--- src/rtl/prio_arbiter8_pkg.sv ---
// Shared definitions for the 8-way priority / round-robin arbiter.
// Index 7 is the highest priority, matching the 8-to-3 encoders.
package prio_arbiter8_pkg;

    localparam int unsigned NREQ = 8;
    localparam int unsigned ID_W = 3;

    typedef enum logic {
        ST_IDLE = 1'b0,
        ST_OWN  = 1'b1
    } state_t;

    // Bits strictly below id; these are the round-robin search set after owner id.
    function automatic logic [NREQ-1:0] below_mask(input logic [ID_W-1:0] id);
        logic [NREQ-1:0] m;
        m = '0;
        for (int unsigned i = 0; i < NREQ; i++) begin
            if (i < 32'(id)) begin
                m[i] = 1'b1;
            end
        end
        return m;
    endfunction

endpackage

--- src/rtl/prio_arbiter8_enc.sv ---
// Combinational 8-to-3 priority encoder: highest set index wins, valid = any bit set.
module prio_enc8_v
    import prio_arbiter8_pkg::*;
(
    input  logic [NREQ-1:0] in_vec,
    output logic [ID_W-1:0] id,
    output logic            valid
);

    always_comb begin
        id = '0;
        for (int unsigned i = 0; i < NREQ; i++) begin
            if (in_vec[i]) begin
                id = ID_W'(i);
            end
        end
    end

    assign valid = |in_vec;

endmodule

--- src/rtl/prio_arbiter8.sv ---
// 8-requester arbiter with registered one-hot grant, fixed or round-robin selection,
// hold-while-requesting ownership and an optional hold timeout.
module prio_arbiter8
    import prio_arbiter8_pkg::*;
#(
    parameter int unsigned HOLD_MAX = 16,
    parameter int unsigned CNT_W    = 8
) (
    input  logic            clk,
    input  logic            rst_n,
    input  logic [NREQ-1:0] req,
    input  logic            rr_en,
    output logic [NREQ-1:0] grant,
    output logic [ID_W-1:0] grant_id,
    output logic            grant_valid,
    output logic            idle
);

    state_t            state_q, state_d;
    logic [CNT_W-1:0]  hold_cnt_q, hold_cnt_d;
    logic [ID_W-1:0]   last_id_q, last_id_d;
    logic [NREQ-1:0]   grant_q, grant_d;
    logic [ID_W-1:0]   grant_id_q, grant_id_d;
    logic              grant_valid_q, grant_valid_d;
    logic              idle_q, idle_d;

    logic              owner_req;
    logic              timeout;
    logic [NREQ-1:0]   arb_req;
    logic [NREQ-1:0]   rr_mask;
    logic [ID_W-1:0]   m_id, u_id;
    logic              m_valid, u_valid;
    logic [ID_W-1:0]   win_id;
    logic              win_valid;

    assign owner_req = (state_q == ST_OWN) && req[grant_id_q];
    assign timeout   = (HOLD_MAX != 0) && owner_req
                       && (hold_cnt_q == CNT_W'(HOLD_MAX));

    // On timeout the owner is excluded before encoding; grant_q is its one-hot.
    assign arb_req = timeout ? (req & ~grant_q) : req;
    assign rr_mask = rr_en ? below_mask(last_id_q) : '0;

    prio_enc8_v u_enc_masked (
        .in_vec (arb_req & rr_mask),
        .id     (m_id),
        .valid  (m_valid)
    );

    prio_enc8_v u_enc_full (
        .in_vec (arb_req),
        .id     (u_id),
        .valid  (u_valid)
    );

    assign win_id    = m_valid ? m_id : u_id;
    assign win_valid = u_valid;

    always_comb begin
        logic            do_arb;
        logic            new_valid;
        logic [ID_W-1:0] new_id;

        state_d    = state_q;
        hold_cnt_d = hold_cnt_q;
        last_id_d  = last_id_q;
        grant_d    = grant_q;
        grant_id_d = grant_id_q;
        do_arb     = 1'b0;

        case (state_q)
            ST_IDLE: do_arb = |req;
            ST_OWN: begin
                if (!owner_req || timeout) begin
                    do_arb = 1'b1;
                end else if (hold_cnt_q != '1) begin
                    hold_cnt_d = hold_cnt_q + 1'b1;
                end
            end
            default: do_arb = 1'b1;
        endcase

        // A timed-out owner with no competitor is simply re-granted.
        new_valid = win_valid || timeout;
        new_id    = win_valid ? win_id : grant_id_q;

        if (do_arb) begin
            if (new_valid) begin
                state_d         = ST_OWN;
                hold_cnt_d      = CNT_W'(1);
                last_id_d       = new_id;
                grant_id_d      = new_id;
                grant_d         = '0;
                grant_d[new_id] = 1'b1;
            end else begin
                state_d    = ST_IDLE;
                hold_cnt_d = '0;
                grant_id_d = '0;
                grant_d    = '0;
            end
        end

        grant_valid_d = (state_d == ST_OWN);
        idle_d        = (state_d != ST_OWN);
    end

    always_ff @(posedge clk) begin
        if (!rst_n) begin
            state_q       <= ST_IDLE;
            hold_cnt_q    <= '0;
            last_id_q     <= '0;
            grant_q       <= '0;
            grant_id_q    <= '0;
            grant_valid_q <= 1'b0;
            idle_q        <= 1'b1;
        end else begin
            state_q       <= state_d;
            hold_cnt_q    <= hold_cnt_d;
            last_id_q     <= last_id_d;
            grant_q       <= grant_d;
            grant_id_q    <= grant_id_d;
            grant_valid_q <= grant_valid_d;
            idle_q        <= idle_d;
        end
    end

    assign grant       = grant_q;
    assign grant_id    = grant_id_q;
    assign grant_valid = grant_valid_q;
    assign idle        = idle_q;

endmodule

--- config.mk ---
export PLATFORM = sky130hd
export DESIGN_NAME = prio_arbiter8
export DESIGN_NICKNAME = d
export VERILOG_FILES = /design/src/rtl/prio_arbiter8_pkg.sv /design/src/rtl/prio_arbiter8_enc.sv /design/src/rtl/prio_arbiter8.sv
export SDC_FILE = /design/constraint.sdc
export NUM_CORES = 1
export LEC_CHECK = 0
export ABC_CLOCK_PERIOD_IN_PS = 4750
export CAP_MARGIN = 25
export CORE_MARGIN = 2
export CORE_UTILIZATION = 53
export DETAILED_ROUTE_END_ITERATION = 10
export PLACE_DENSITY = 0.77
export SETUP_SLACK_MARGIN = 0.5
export SLEW_MARGIN = 25
export SYNTH_ARGS = -nofsm -noshare
export SYNTH_HDL_FRONTEND = slang
export SYNTH_SLANG_ARGS = --single-unit
--- constraint.sdc ---
create_clock -name clk -period 4.75 [get_ports clk]
set_input_delay 1.425 -clock clk [delete_from_list [all_inputs] [get_ports clk]]
set_output_delay 1.425 -clock clk [all_outputs]
set_load 0.01 [all_outputs]
==> results.json, run 1 <==
{
  "worstPathRequired_ns": 5.00,
  "num_rows": 19,
  "worst_pin_slew_ns": 0.762,
  "finClkSkew_ns": 0.00142,
  "start_util_pct": 55.5,
  "synthFlopType": "dfxtp_1",
  "grt_max_degree": 14,
  "gr-total-overflow": 0,
  "route.detailed.drc": 0,
  "grt_use_total_pct": 24.3,
  "synth.avg_cell_area_um2": 9.09,
  "p_sw_mw": 0.259,
  "cts.htree.levels": 1,
  "holdBufCountCts": 0,
  "min_period_over_period_pct": 87.9,
  "tns_ns": 0,
  "max_stage_delay_ns": 0.47,
  "cp.arrival_ns": 4.42,
  "hold_end": "grant[0]$_SDFFE_PN0N_",
  "cts_sinks": 24,
  "internal-power_mw": 0.409,
  "core-area_mm2": 0.00273,
  "reg2reg_slack_ns": 1.46,
  "detail_route.wl_per_cell_um": 16.9,
  "report.final.slew_viol_count": 0,
  "seq_area_frac_synth_pct": 31.7,
  "power_density_mw_per_mm2": 358,
  "switching_share_pct": 38.7,
  "path_max_fanout": 6,
  "synthesis.nets": 180,
  "synth.distinct_cells": 54,
  "use_met1_pct": 34.6,
  "setup_viol": 0,
  "rsz0062_at_grt": "no",
  "n_fill_cell": 228,
  "peakVddDrop_v": 0.000316,
  "die_w_um": 57.5,
  "syn_area_mm2": 0.00152,
  "timing.fmax_ghz": 0.240,
  "leakagePower_nw": 0.667,
  "setup.worst_path.end_class": "flop",
  "worstReg2RegEnd": "grant[0]$_SDFFE_PN0N_",
  "wl_mm": 3.87,
  "grtUsageMet3_pct": 5.44,
  "ant_nets": 0,
  "netlist.area_leader.share_pct": 31.7,
  "place.gp.congestion": 0.840,
  "yosys-top-cells-area": "dfxtp_1, nand2_1, xor2_1",
  "min_path_type": "reg -> reg",
  "dr.pass1.iters": 5,
  "grt_busiest_layer": "met2",
  "drive_gt1_share_pct": 13.1,
  "die_h_um": 57.5,
  "cts_buffer_depth": 2,
  "hold_depth": 2,
  "relSlewSlack_pct": 48.5,
  "grt_pass1_wl_mm": 6.31,
  "final_common_cell": "dfxtp_1",
  "most-common-layout-cells": "dfxtp_1, clkdlybuf4s50_1, nand2_1, inv_1, nor2_1",
  "area_delta_synth_final_pct": 23.1,
  "numCtsBuffers": 3,
  "ys_ff_latch": 24,
  "hold_start": "grant[0]$_SDFFE_PN0N_",
  "grt_pass1_vias": 1345,
  "cap_violations": 0,
  "ys_async_sr_fraction_pct": 0,
  "startpoint": "req[4]",
  "nNetsFinal": 213,
  "clockRootBuffer": "clkbuf_4",
  "vias": 1471,
  "synth_area_leader_cell": "dfxtp_1",
  "hold_viol": 0,
  "die_area_mm2": 0.00331,
  "r2r-start": "grant_id[0]$_SDFFE_PN0N_",
  "yosys_warnings": 0,
  "crit_path_top_delay_cell": "a2111oi_4",
  "ios": 24,
  "cts_tree": "done",
  "viasPerCell": 6.42,
  "post-route-min-period_ns": 4.17,
  "reg2regPathDepth": 9,
  "use_met2_pct": 36.7,
  "antenna_cells": 0,
  "p_comb_share_pct": 45.2,
  "cts.reportedPaths.clkPinSlew_ns": 0.12,
  "crit_chain": "clkdlybuf4s50_1 > mux2_4 > o311ai_4 > buf_4 > o41a_1 > o2bb2ai_1 > nor3_1 > a2111oi_4 > or3b_1 > o22ai_1",
  "clock_power_share_pct": 13.1,
  "p_seq_share_pct": 41.7,
  "antenna_found_initial": 0,
  "post-dp-hpwl_mm": 2.90,
  "synth_edf_count": 0,
  "status": "finished, final reports clean",
  "synth_cells": 167,
  "drtIter0Drc": 62,
  "hold_slack_ns": 0.540,
  "critPathLaunchType": "input pin",
  "portBuffers": 23,
  "worstSetupPathType": "in -> reg",
  "worstSkewPairLatency_ns": 0.31
}
==> flip-flops by register name (all words and copies together), names as in the netlist <==
| name | cells |
|---|---|
| grant | 8 |
| last_id_q | 3 |
| idle | 1 |
| hold_cnt_q | 8 |
| grant_valid | 1 |
| grant_id | 3 |
==> routing by layer <==
layer	vias to the layer above	share of wire [%]
li1	703	-
met1	693	47
met2	65	45
met3	10	6.2
met4	0	1.6
met5	-	0
==> Yosys cell counts, drive strengths merged (3+ instances only) <==
library cell	instances
nor3	4
o41ai	6
and2	4
inv	12
o22ai	7
o21ai	8
nand2	16
buf	3
o21a	4
and3	5
a22o	3
nand4	5
xor2	6
o41a	4
or3b	3
nor2	12
dfxtp	24
a21oi	3
mux2	3
==> what timing repair did <==
item,4_1_cts,5_1_grt
gates resized for setup,0,2
buffers inserted,0,6
endpoints found under the hold margin,0,0
setup endpoints to repair,0,5
==> worst max-delay path, delay by kind of cell <==
kind,cells,cell delay [ns]
compound gates,5,1.49
buf+inv,2,0.66
mux,1,0.31
simple gates,2,0.54
==> cell families after synthesis <==
| logic type | after synthesis | synth area share (%) |
|---|---|---|
| AND/OR/NAND/NOR | 59 | 21.3 |
| flip-flops | 24 | 31.7 |
| buffers and inverters | 17 | 5.28 |
| adder cells (fa/ha/maj) | 2 | 1.65 |
| XOR/XNOR | 6 | 3.46 |
| AO/OA/AOI/OAI | 54 | 32.6 |
| multiplexers | 5 | 4.04 |
==> area by class of cell <==
| cell class | instances | area, µm² | share of cell area (%) |
|---|---|---|---|
| Inverter | 12 | 45.0 | 2.41 |
| Tap cell | 31 | 38.8 | 2.08 |
| Multi-Input combinational cell | 126 | 976 | 52.2 |
| Sequential cell | 24 | 480 | 25.7 |
| Clock buffer | 3 | 22.5 | 1.21 |
| Timing Repair Buffer | 33 | 305 | 16.3 |
==> how the worst max path moves through the flow <==
stage | endpoint | slack (ns)
after global placement | grant[6]$_SDFFE_PN0N_ | 0.30
final | grant[0]$_SDFFE_PN0N_ | 0.58
after detailed placement | grant[6]$_SDFFE_PN0N_ | 0.24
after global routing | grant[0]$_SDFFE_PN0N_ | 0.47
after floorplan | grant[6]$_SDFFE_PN0N_ | 1.03
after CTS | grant[6]$_SDFFE_PN0N_ | 0.57
==> through the flow <==
step	setup WS [ns]	util [%]	cells	instance area [µm²]	total power, mW
detailed placement	0.240	65.2	220	1780	0.565
CTS	0.575	66.0	223	1800	0.651
global route	0.466	68.3	229	1870	0.704
global placement	0.303	65.2	220	1780	0.559
finish	0.576	68.3	229	1870	0.668
floorplan	1.03	-	167	1520	0.467
==> power by group through the flow <==
stage	Combinational, mW	Sequential (mW)	Clock (mW)
6_report	0.302	0.278	0.0877
5_1_grt	0.325	0.283	0.0964
4_1_cts	0.284	0.278	0.0896
3_5_place_dp	0.283	0.282	0
3_3_place_gp	0.278	0.281	0
2_1_floorplan	0.193	0.274	0
No activity file was read; power rests on OpenSTA's default activity.
==> inputs of run 2 (changes only) <==
Settings changed: ABC_CLOCK_PERIOD_IN_PS 4750 to 5370, CORE_UTILIZATION 53 to 55, PLACE_DENSITY 0.77 to 0.8.
Clock period 4.75 ns to 5.37 ns, I/O delays scaled along.
==> run 2 against run 1 <==
- utilization down 1.2 points
- combinational power down 19%
- clock skew up 0.010 ns
- flip-flop and latch count unchanged
- worst hold slack worse by 0.00084 ns
- global-route usage rose by 0.20 points
- sequential power down 12%
==> results.json, run 2 (synthesized netlist as in run 1, its figures left out) <==
{
  "setup.worst_path.end_class": "flop",
  "power_density_mw_per_mm2": 324,
  "portBuffers": 23,
  "final_common_cell": "dfxtp_1",
  "cts_tree": "done",
  "switching_share_pct": 37.7,
  "timing.fmax_ghz": 0.229,
  "dr.pass1.iters": 4,
  "crit_top_cell": "or3b_1",
  "core-area_mm2": 0.00269,
  "drtIter0Drc": 59,
  "crit_path_top_delay_cell": "o41ai_2",
  "postCtsResizedCells": 0,
  "dp.cells": 218,
  "viasPerCell": 6.35,
  "worstSetupPathType": "in -> reg",
  "p_comb_share_pct": 41.9,
  "cts_buffer_depth": 2,
  "place.gp.congestion": 1.01,
  "cap_violations": 0,
  "post-dp-hpwl_mm": 2.97,
  "cts_sinks": 24,
  "path_max_fanout": 11,
  "holdBufCountCts": 0,
  "setup_viol": 0,
  "gr-total-overflow": 0,
  "area_delta_synth_final_pct": 18.8,
  "cp.arrival_ns": 4.63,
  "drive_gt1_share_pct": 9.42,
  "hold_viol": 0,
  "min_path_type": "reg -> reg",
  "vias": 1410,
  "p_sw_mw": 0.220,
  "rsz0062_at_grt": "no",
  "final_util_pct": 67.1,
  "clock_power_share_pct": 16.1,
  "dp_slack_ns": 0.703,
  "most-common-layout-cells": "dfxtp_1, clkdlybuf4s50_1, nand2_1, inv_1, nor2_1",
  "antenna_found_initial": 0,
  "layoutNonFillerInstCount": 222,
  "grt_pass1_vias": 1311,
  "stdcell_area_mm2": 0.00180,
  "ant_nets": 0,
  "clockRootBuffer": "clkbuf_4",
  "antenna_cells": 0,
  "status": "finished, final reports clean",
  "tns_ns": 0,
  "die_w_um": 56.5,
  "grt_max_degree": 14,
  "min_period_over_period_pct": 81.4,
  "cts.htree.levels": 1,
  "grt_use_total_pct": 24.5,
  "wl_mm": 3.76,
  "placed_area_mm2": 0.00177,
  "hold_slack_ns": 0.539,
  "critPathLaunchType": "input pin",
  "ios": 24,
  "num_rows": 19,
  "grt_pass1_wl_mm": 6.10,
  "nNetsFinal": 205,
  "fin_ws_ns": 0.999,
  "die_area_mm2": 0.00320,
  "worst_pin_slew_ns": 0.715,
  "crit_chain": "clkdlybuf4s50_1 > mux2_1 > o21ai_1 > buf_4 > o41ai_2 > nand3_1 > or3b_1 > a31oi_4 > or3b_1 > o22ai_1",
  "route.detailed.drc": 0,
  "p_total_mw": 0.584,
  "report.final.slew_viol_count": 0,
  "peakVddDrop_v": 0.000298,
  "numCtsBuffers": 3,
  "cts.reportedPaths.clkPinSlew_ns": 0.13,
  "start_util_pct": 56.5,
  "p_seq_share_pct": 42.1,
  "max_stage_delay_ns": 0.61,
  "reg2reg_slack_ns": 2.17,
  "leakagePower_nw": 0.627,
  "internal-power_mw": 0.364,
  "cts_setup_buffers": 0,
  "die_h_um": 56.5,
  "detail_route.wl_per_cell_um": 17.0,
  "worstSkewPairLatency_ns": 0.32,
  "relSlewSlack_pct": 51.7,
  "finClkSkew_ns": 0.0117,
  "worstPathRequired_ns": 5.63,
  "post-route-min-period_ns": 4.37
}
==> run 2: cell types whose count changed in the layout (fill, tap and decap cells not counted) <==
cell and change:
o41ai_4 -1, buf_4 -8, clkbuf_8 +1, o41ai_1 +1
==> run 2: final cells by class <==
type                            count  area (µm²)
Clock buffer                        4        36.3
Tap cell                           31        38.8
Inverter                           12        45.0
Timing Repair Buffer               25         245
Multi-Input combinational cell    126         957
Fill cell                         232         883
Sequential cell                    24         480
==> run 2: per-layer routing <==
metal / part of all wire (%) / track usage, % / vias to the layer above / wire [µm]
met1: 44 / 31.2 / 651 / 1650
met3: 7.1 / 5.76 / 10 / 267
li1: - / - / 690 / -
met4: 2.1 / 8.50 / 0 / 80
met2: 47 / 40.2 / 59 / 1760
met5: 0 / 0 / - / 0
==> run 2: path summary, 6_finish.rpt <==
kind / from / to / cells after the start
setup reg to reg: grant_id[0]$_SDFFE_PN0N_ / grant[6]$_SDFFE_PN0N_ / 8
setup / recovery: req[3] / grant[6]$_SDFFE_PN0N_ / 10
hold reg to reg: grant[1]$_SDFFE_PN0N_ / grant[1]$_SDFFE_PN0N_ / 2
hold / removal: grant[1]$_SDFFE_PN0N_ / grant[1]$_SDFFE_PN0N_ / 2
==> run 2: power by group through the flow <==
stage	combinational (mW)	clock (mW)	sequential, mW
detailed placement	0.242	0	0.250
global placement	0.236	0	0.248
global route	0.264	0.104	0.250
CTS	0.243	0.0963	0.246
floorplan	0.170	0	0.243
finish	0.244	0.0938	0.246
==> run 2: worst max-delay path: cells and delay by family <==
family	cells	cell delay [ns]
AOI/OAI and AO/OA	4	1.02
buffers and inverters	2	0.74
muxes	1	0.17
and+or+nand+nor	3	1.09
